[src/rtl/viterbi_regx_decoder.sv]
// Soft-decision Viterbi decoder, one symbol per clock: branch metric, add-compare-select
// and register-exchange survivors over tail-terminated frames with valid/ready on both sides.
module viterbi_regx_decoder #(
    parameter int                  K        = 4,
    parameter int                  RATE_N   = 3,
    parameter int                  SOFT_W   = 4,
    parameter logic [RATE_N*K-1:0] G        = 12'hFDB,
    parameter int                  PM_W     = 10,
    parameter int                  TB_DEPTH = 32
) (
    input  logic                     clk,
    input  logic                     reset,
    input  logic                     in_valid,
    output logic                     in_ready,
    input  logic [RATE_N*SOFT_W-1:0] in_sym,
    input  logic                     in_last,
    output logic                     out_valid,
    input  logic                     out_ready,
    output logic                     out_bit,
    output logic                     out_last,
    output logic [1:0]               o_dbg_state
);

    localparam int S_W   = K - 1;
    localparam int NS    = 1 << S_W;
    localparam int CNT_W = $clog2(TB_DEPTH + 1);
    localparam int IDX_W = $clog2(TB_DEPTH - 1);
    localparam logic [CNT_W-1:0] CNT_MAX = CNT_W'(TB_DEPTH);
    localparam logic [CNT_W-1:0] R_MAX   = CNT_W'(TB_DEPTH - 1);
    localparam logic [PM_W-1:0]  PM_INIT = {2'b01, {(PM_W-2){1'b0}}};

    typedef enum logic [1:0] {
        ST_INIT  = 2'd0,
        ST_RUN   = 2'd1,
        ST_FLUSH = 2'd2
    } state_t;

    // Handshakes: a beat transfers on the rising edge where valid && ready; the producer
    // holds valid and payload stable until that edge and never withdraws valid early.

    state_t                r_state;
    state_t                w_state_nxt;
    logic [PM_W-1:0]       r_pm [NS];
    // The oldest survivor bit is only ever read combinationally, so it is never stored.
    logic [TB_DEPTH-2:0]   r_sv [NS];
    logic [CNT_W-1:0]      r_cnt;
    logic [TB_DEPTH-2:0]   r_fl_sv;
    logic [CNT_W-1:0]      r_fl_rem;
    logic                  r_out_valid;
    logic                  r_out_bit;
    logic                  r_out_last;

    logic [PM_W-1:0]       w_pm_acs [NS];
    logic [TB_DEPTH-1:0]   w_sv_new [NS];
    logic [PM_W-1:0]       w_pm_min;
    logic [S_W-1:0]        w_best;
    logic                  w_dec;
    logic                  w_accept;
    logic                  w_out_free;
    logic [CNT_W-1:0]      w_cnt_inc;
    logic                  w_run_emit;
    logic                  w_fl_emit;
    logic [IDX_W-1:0]      w_fl_idx;

    function automatic logic [PM_W-1:0] branch_metric(
        input logic [K-1:0]               e,
        input logic [RATE_N*SOFT_W-1:0]   sym
    );
        logic [PM_W-1:0]   acc;
        logic [SOFT_W-1:0] y;
        acc = '0;
        for (int i = 0; i < RATE_N; i++) begin
            y = sym[i*SOFT_W +: SOFT_W];
            if (^(G[i*K +: K] & e)) y = ~y;
            acc = acc + {{(PM_W-SOFT_W){1'b0}}, y};
        end
        return acc;
    endfunction

    for (genvar gs = 0; gs < NS; gs++) begin : g_acs
        localparam logic [S_W-1:0] NS_V = S_W'(gs);
        localparam logic [S_W-1:0] P0   = {1'b0, NS_V[S_W-1:1]};
        localparam logic [S_W-1:0] P1   = {1'b1, NS_V[S_W-1:1]};
        logic [PM_W-1:0] w_c0;
        logic [PM_W-1:0] w_c1;
        logic            w_sel;
        assign w_c0  = r_pm[P0] + branch_metric({P0, NS_V[0]}, in_sym);
        assign w_c1  = r_pm[P1] + branch_metric({P1, NS_V[0]}, in_sym);
        assign w_sel = (w_c1 < w_c0);
        assign w_pm_acs[gs] = w_sel ? w_c1 : w_c0;
        assign w_sv_new[gs] = w_sel ? {r_sv[P1], NS_V[0]} : {r_sv[P0], NS_V[0]};
    end

    always_comb begin
        w_pm_min = w_pm_acs[0];
        for (int i = 1; i < NS; i++) begin
            if (w_pm_acs[i] < w_pm_min) w_pm_min = w_pm_acs[i];
        end
        w_best = '0;
        for (int i = NS - 1; i >= 0; i--) begin
            if (w_pm_acs[i] == w_pm_min) w_best = S_W'(i);
        end
    end

    // A terminated frame ends in state 0, so the last beat decodes from that survivor.
    assign w_dec      = in_last ? w_sv_new[0][TB_DEPTH-1] : w_sv_new[w_best][TB_DEPTH-1];
    assign w_out_free = !r_out_valid || out_ready;
    assign in_ready   = (r_state == ST_RUN) && w_out_free;
    assign w_accept   = in_valid && in_ready;
    assign w_cnt_inc  = (r_cnt == CNT_MAX) ? r_cnt : r_cnt + 1'b1;
    assign w_run_emit = w_accept && (w_cnt_inc == CNT_MAX);
    assign w_fl_emit  = (r_state == ST_FLUSH) && w_out_free && (r_fl_rem != '0);
    assign w_fl_idx   = IDX_W'(r_fl_rem - 1'b1);

    always_comb begin
        w_state_nxt = r_state;
        case (r_state)
            ST_INIT:  w_state_nxt = ST_RUN;
            ST_RUN:   if (w_accept && in_last) w_state_nxt = ST_FLUSH;
            ST_FLUSH: if (r_out_valid && out_ready && r_out_last) w_state_nxt = ST_INIT;
            default:  w_state_nxt = ST_INIT;
        endcase
    end

    always_ff @(posedge clk) begin
        if (reset) begin
            r_state     <= ST_INIT;
            r_cnt       <= '0;
            r_fl_sv     <= '0;
            r_fl_rem    <= '0;
            r_out_valid <= 1'b0;
            r_out_bit   <= 1'b0;
            r_out_last  <= 1'b0;
            for (int i = 0; i < NS; i++) begin
                r_pm[i] <= '0;
                r_sv[i] <= '0;
            end
        end else begin
            r_state <= w_state_nxt;
            if (r_state == ST_INIT) begin
                r_cnt <= '0;
                for (int i = 0; i < NS; i++) begin
                    r_pm[i] <= (i == 0) ? '0 : PM_INIT;
                    r_sv[i] <= '0;
                end
            end else if (w_accept) begin
                r_cnt <= w_cnt_inc;
                for (int i = 0; i < NS; i++) begin
                    r_pm[i] <= w_pm_acs[i] - w_pm_min;
                    r_sv[i] <= w_sv_new[i][TB_DEPTH-2:0];
                end
                if (in_last) begin
                    r_fl_sv  <= w_sv_new[0][TB_DEPTH-2:0];
                    r_fl_rem <= (w_cnt_inc == CNT_MAX) ? R_MAX : w_cnt_inc;
                end
            end

            if (w_run_emit) begin
                r_out_valid <= 1'b1;
                r_out_bit   <= w_dec;
                r_out_last  <= 1'b0;
            end else if (w_fl_emit) begin
                r_out_valid <= 1'b1;
                r_out_bit   <= r_fl_sv[w_fl_idx];
                r_out_last  <= (r_fl_rem == CNT_W'(1));
                r_fl_rem    <= r_fl_rem - 1'b1;
            end else if (out_ready) begin
                r_out_valid <= 1'b0;
                r_out_last  <= 1'b0;
            end
        end
    end

    assign out_valid   = r_out_valid;
    assign out_bit     = r_out_bit;
    assign out_last    = r_out_last;
    assign o_dbg_state = r_state;

endmodule
[config.mk]
export PLATFORM = sky130hd
export DESIGN_NAME = viterbi_regx_decoder
export DESIGN_NICKNAME = d
export VERILOG_FILES = /design/src/rtl/viterbi_regx_decoder.sv
export SDC_FILE = /design/constraint.sdc
export NUM_CORES = 1
export LEC_CHECK = 0
export CORE_MARGIN = 2
export CORE_UTILIZATION = 65
export CTS_BUF_LIST = sky130_fd_sc_hd__clkbuf_16
export DETAILED_ROUTE_END_ITERATION = 10
export PLACE_DENSITY = 0.79
export SYNTH_ARGS = -nofsm -noshare
export SYNTH_HDL_FRONTEND = slang
export SYNTH_SLANG_ARGS = --single-unit
[constraint.sdc]
create_clock -name clk -period 34.7 [get_ports clk]
set_input_delay 8.675 -clock clk [delete_from_list [all_inputs] [get_ports clk]]
set_output_delay 8.675 -clock clk [all_outputs]
set_load 0.01 [all_outputs]
# [Word level (Yosys, flattened, before mapping)]
# Memory sizes are Yosys's and may differ from the RTL's.
# Cells that the tools add are included.
[classes] n_reduce_logical=19 multipliers=0 n_addsub=38 n_mux=94 div=0 order_cmp=17 bitwise=37 n_eq_ne=15 shifts=0
[op_table] operator="$mux 31" count=16
[op_table] operator="$mux 32" count=10
[op_table] operator="$mux 10" count=31
[op_table] operator="$lt 10x10->1" count=15
[op_table] operator="$add 10x10->10" count=12
[op_table] operator="$bmux 32 s3" count=1
[op_table] operator="$eq 10x10->1" count=8
[op_table] operator="$sub 10x10->10" count=8
[op_table] operator="$mux 6" count=7
[op_table] operator="$add 10x4->10" count=4
[op_table] operator="$add 10x6->10" count=4
[op_table] operator="$or 1x1->1" count=32
[op_table] operator="$add 5x4->6" count=4
[op_table] operator="$mux 3" count=8
[op_table] operator="$add 4x4->5" count=4
[op_table] operator="$mux 1" count=17
[op_table] operator="$eq 6x6->1 const B" count=2
[op_table] operator="$not 4->4" count=3
[op_table] operator="$logic_and 1x1->1" count=8
[op_table] operator="$add 6x1->6 const B" count=1
[op_table] operator="$eq 6x1->1 const B" count=1
[op_table] operator="$lt 5x6->1 const B" count=1
[op_table] operator="$pmux 2 s3" count=1
[op_table] operator="$reduce_bool 6->1" count=1
[op_table] operator="other kinds (17)" count=21
[word_totals] regBits=48 in_bits=17 memories=2 latch_bits=0 mem_bits_ro=0 ram_bits=328
[mem_list] memory="r_sv" words=8 word_bits=31 read_ports=8 rd_clocked_by_memory_dff=0 wr=8 line="45" source="logic [TB_DEPTH-2:0] r_sv [NS];"
[mem_list] memory="r_pm" words=8 word_bits=10 read_ports=8 rd_clocked_by_memory_dff=0 wr=8 line="43" source="logic [PM_W-1:0] r_pm [NS];"

# [Logic depth before layout (Yosys ltp)]
[logic_depth] ltp_word=35 mapped_depth=117

# [Worst setup path before layout]
# No wires, ideal clock.
[synth_timing] path_kind="input port to flip-flop" from="input port in_sym[2]" to="memory r_pm[2][9] (netlist: r_pm[0][29]), data pin" t_arrival_ps=29915 t_required_ps=34434 stages=106 setup_slack_ps=4519 path_cell_list="inv_1 -> ha_1 -> clkbuf_1 -> a21oi_1 -> xnor2_1 -> ha_1 -> a221oi_1 -> xor2_1 -> ha_1 -> and2_4 -> a221o_1 -> nor3_1 -> nor2_1 -> ha_1 -> a21o_1 -> a21oi_1 -> o21ai_0 -> o211a_1 -> [... 70 more ...] -> o211ai_1 -> a21oi_4 -> clkbuf_1 -> o21ai_0 -> inv_1 -> ha_1 -> nor2b_1 -> o21ai_0 -> nand2b_1 -> a21o_1 -> a21o_1 -> a21o_1 -> a21o_1 -> a21o_1 -> a21oi_1 -> xnor2_1 -> xnor2_1 -> nor2_1"
[synth_lines] item="start, declared" line="15" source="input logic [RATE_N*SOFT_W-1:0] in_sym,"
[synth_lines] item="end, declared" line="43"

# [Final worst setup path]
[layout_timing] from="input port in_sym[1]" to="register r_out_bit (netlist: out_bit)"
[layout_via] elab_chain_len=35 word_cells_on_any_way=89
[layout_lines] item="$not 4->4" line="74" source="if (^(G[i*K +: K] & e)) y = ~y;"
[layout_lines] item="$add 4x4->5" line="75" source="acc = acc + {{(PM_W-SOFT_W){1'b0}}, y};"
[layout_lines] item="$add 10x4->10" line="75"
[layout_lines] item="$add 10x10->10 (on tied branches)" line="87, 88"
[layout_lines] item="$lt 10x10->1" line="89" source="assign w_sel = (w_c1 < w_c0);"
[layout_lines] item="$mux 10" line="90" source="assign w_pm_acs[gs] = w_sel ? w_c1 : w_c0;"
[layout_lines] item="$lt 10x10->1" line="97" source="if (w_pm_acs[i] < w_pm_min) w_pm_min = w_pm_acs[i];"
[layout_lines] item="$mux 10" line="97"
[layout_lines] item="[... 11 more ...]"
[layout_lines] item="$mux 10" line="97"
[layout_lines] item="$eq 10x10->1" line="101" source="if (w_pm_acs[i] == w_pm_min) w_best = S_W'(i);"
[layout_lines] item="$mux 3 (8 in a row)" line="101"
[layout_lines] item="$not 3->4 (implied by the code)" line="106" source="assign w_dec = in_last ? w_sv_new[0][TB_DEPTH-1] : w_sv_new[w_best][TB_DEPTH-1];"
[layout_lines] item="$bmux 32 s3" line="106"
[layout_lines] item="$mux 32 (implied by the code) (2 in a row)" line="106"
[layout_lines] item="$mux 1 *" line="106"
[layout_lines] item="$mux 1 *" line="158" source="if (w_run_emit) begin"
[layout_lines] item="end signal, assigned" line="160" source="r_out_bit <= w_dec;"
[layout_lines] item="end signal, assigned" line="164" source="r_out_bit <= r_fl_sv[w_fl_idx];"
[layout_lines] item="end, declared" line="50" source="logic r_out_bit;"
# Mark *: on every way between the ends. The rest lies on a longest branch, timed or not. The select of a mux whose other input is x is not followed.
# A chain may end at the register's enable or synchronous reset.

==> run summary <==
setup violators final = 0
initial antenna violation count = 0
Slowest-stage cell, CP = mux2i_1
Clock Path Buffers = 3
CTS Buf Count = 38
detailed-router iteration count before antenna repair = 5
Crit path largest cell delay = 0.68 ns
PortBufs = 22
area of the core = 0.0454 mm2
largest family of logic cells by synthesized area = adder cells
simple-gate area share of the yosys netlist = 13.4%
Compound-Gate Fraction of Synth Area = 15.3%
Total Wirelength = 86000 um
Hold Startpoint = r_sv[0][155]$_SDFFE_PP1P_
Slew @ Worst Pin = 1.14 ns
Synth Register Bits = 362
RD Place Congestion = 0.983
CTS tree = done
Area Overhead vs Synth = 7.06%
Post-DP Area = 0.0307 mm2
number of global-route vias before repair = 23843
Clock Tree Root = clkbuf_16
Row Count = 78
Tcrit/Tclk final = 94.3%
total track usage = 36.0%
CP Capture Type = flip-flop
H-tree Lvls = 2
hold depth = 2
Die Width = 218 um
unrepaired setup endpoints after global routing = false
Worst Hold End = r_sv[0][155]$_SDFFE_PP1P_
reg2reg end = out_bit$_SDFFE_PP0P_
per-cell routed wire length = 22.6 um
initial DRC count = 2015
num ports = 23
layout cell share with drive strength beyond 1 = 5.00%
largest net degree at the start of global routing = 100
yosys warns = 0
Synth area leaders = edfxtp_1, ha_1, mux2i_1
share of flip-flops with an asynchronous set or reset = 0%
number of synthesized flops with an enable pin = 278
Crit Path Class = input pin to flip-flop
min Tclk post-route = 32.71 ns
relative slew slack = 23.1%
clk_skew = 0.0296 ns
hpwl dp = 64600 um
clk slew on worst S/H paths = 0.06 ns
Post-CTS Hold Buffers = 0
Final Cell Area = 0.0319 mm2
max-slew violation count = 0
fmax = 30.6 MHz
Die Area = 0.0476 mm2
Setup WS post-layout = 1.99 ns
register area share after synthesis = 33.6%
Die Y-Extent = 218 um
Synth Area in Adders = 16.6%
GRT overflow = 0
max-cap violations = 0
r2r startpoint = r_pm[0][40]$_SDFFCE_PN0P_
min-delay worst type = flip-flop to flip-flop
final net count = 3557
most frequent CP cell = a21oi_1
top-count cell post-synth = nor2_1
Post-DRT Antenna Nets = 0
vias = 24108
Yosys cell types = 92
Fin Setup TNS = 0 ns
worst r2r path cells = 93
Req. time, crit path = 35.22 ns
CP Launch Type = input pin
cell count after synthesis = 3199
post-synth top area cell = edfxtp_1
CP arrival = 33.23 ns
Via density = 6.35
Cell Area, Synth = 0.0298 mm2
Critical Path Fanout Max = 30
Fillers = 3420
clock sinks = 362
share of the synthesized area in the top cell type = 28.0%
post-synthesis xor/xnor area fraction = 6.95%
post-synthesis mux area share = 9.81%
dpl ws = 1.25 ns
# DRC = 0
Starting Density = 65.7%
most instantiated cells after synthesis = nor2_1, ha_1, edfxtp_1, mux2i_1, a21oi_1
Top FF cell, synth = edfxtp_1
status = completed
first-pass GRT wire length = 132000 um
clk_lat worst skew = 0.59 ns
flop-to-flop setup slack = 12.35 ns
syn avg cell area = 9.32 um2
final hold vios = 0
## area by class of cell
cell class / instances / area [um2] / area share, %
Antenna cell: 1 / 2.50 / 0.00784
Clock buffer: 39 / 976 / 3.06
Clock inverter: 31 / 293 / 0.917
Inverter: 218 / 818 / 2.56
Multi-Input combinational cell: 2497 / 18600 / 58.3
Sequential cell: 362 / 10000 / 31.4
Tap cell: 600 / 751 / 2.35
Timing Repair Buffer: 51 / 433 / 1.36
## metrics by stage
step	hold slack [ns]	std cells	util [%]
final	0.452	3799	70.4
after global routing	0.492	3798	70.4
after CTS	0.456	3798	70.3
after detailed placement	0.447	3728	67.5
after global placement	0.441	3728	67.5
after floorplan	0.432	3200	-
## how the worst max path moves through the flow
stage                                     end      start
floorplan           r_pm[0][29]$_SDFFCE_PN0P_  in_sym[2]
global placement         out_bit$_SDFFE_PP0P_  in_sym[1]
detailed placement       out_bit$_SDFFE_PP0P_  in_sym[1]
CTS                      out_bit$_SDFFE_PP0P_  in_sym[1]
global route             out_bit$_SDFFE_PP0P_  in_sym[1]
finish                   out_bit$_SDFFE_PP0P_  in_sym[1]
## kinds of logic after synthesis
| logic type | Yosys count |
|---|---|
| compound gates | 704 |
| xor+xnor | 236 |
| fa+ha+maj | 374 |
| buf+inv | 341 |
| flops | 362 |
| mux | 282 |
| other cells | 1 |
| simple gates | 899 |
## placed cells by master (no fill, tap or decap), drive strengths merged, types with 21 or more instances in the layout
cell type and instances:
nor2 481, ha 336, edfxtp 278, mux2i 256
a21oi 249, inv 229, nand2 160, a21o 143
xnor2 131, o21ai 125, xor2 105, dfxtp 84
nor2b 62, a211oi 44, nand2b 42, clkbuf 39
nand3 36, fa 36, buf 30, nor3 29
o21bai 27, nand4 21, clkdlybuf4s50 21
## layer usage
layer  GRT usage [%]  wire length (um)  vias up  part of all wire [%]
met5               0                 0        -                     0
li1                -                 -    11302                     -
met1            45.2             35500    11697                    41
met3            3.95              5110      207                   5.9
met2            61.8             41300      902                    48
met4            17.5              4090        0                   4.8
## registers in the layout, indices dropped and copies added, names as in the netlist
signal / count
r_pm: 80
out_valid: 1
o_dbg_state: 2
out_bit: 1
r_fl_sv: 28
out_last: 1
r_sv: 237
r_cnt: 6
r_fl_rem: 6
## timing repair
action | 4_1_cts | 5_1_grt
setup endpoints to repair | 0 | 1
setup buffers | 0 | 0
resized for setup | 0 | 3
## worst max-delay path: cells and delay by family
family | cells | cell delay (ns)
adders and majority gates | 12 | 4.09
AOI/OAI and AO/OA | 51 | 11.64
buffers and inverters | 6 | 1.85
and+or+nand+nor | 23 | 4.20
xor gates and xnor gates | 2 | 0.78
muxes | 5 | 1.92
Power is not shown: default switching activity piles up to over one toggle a cycle in this logic, so the estimate is an artifact.
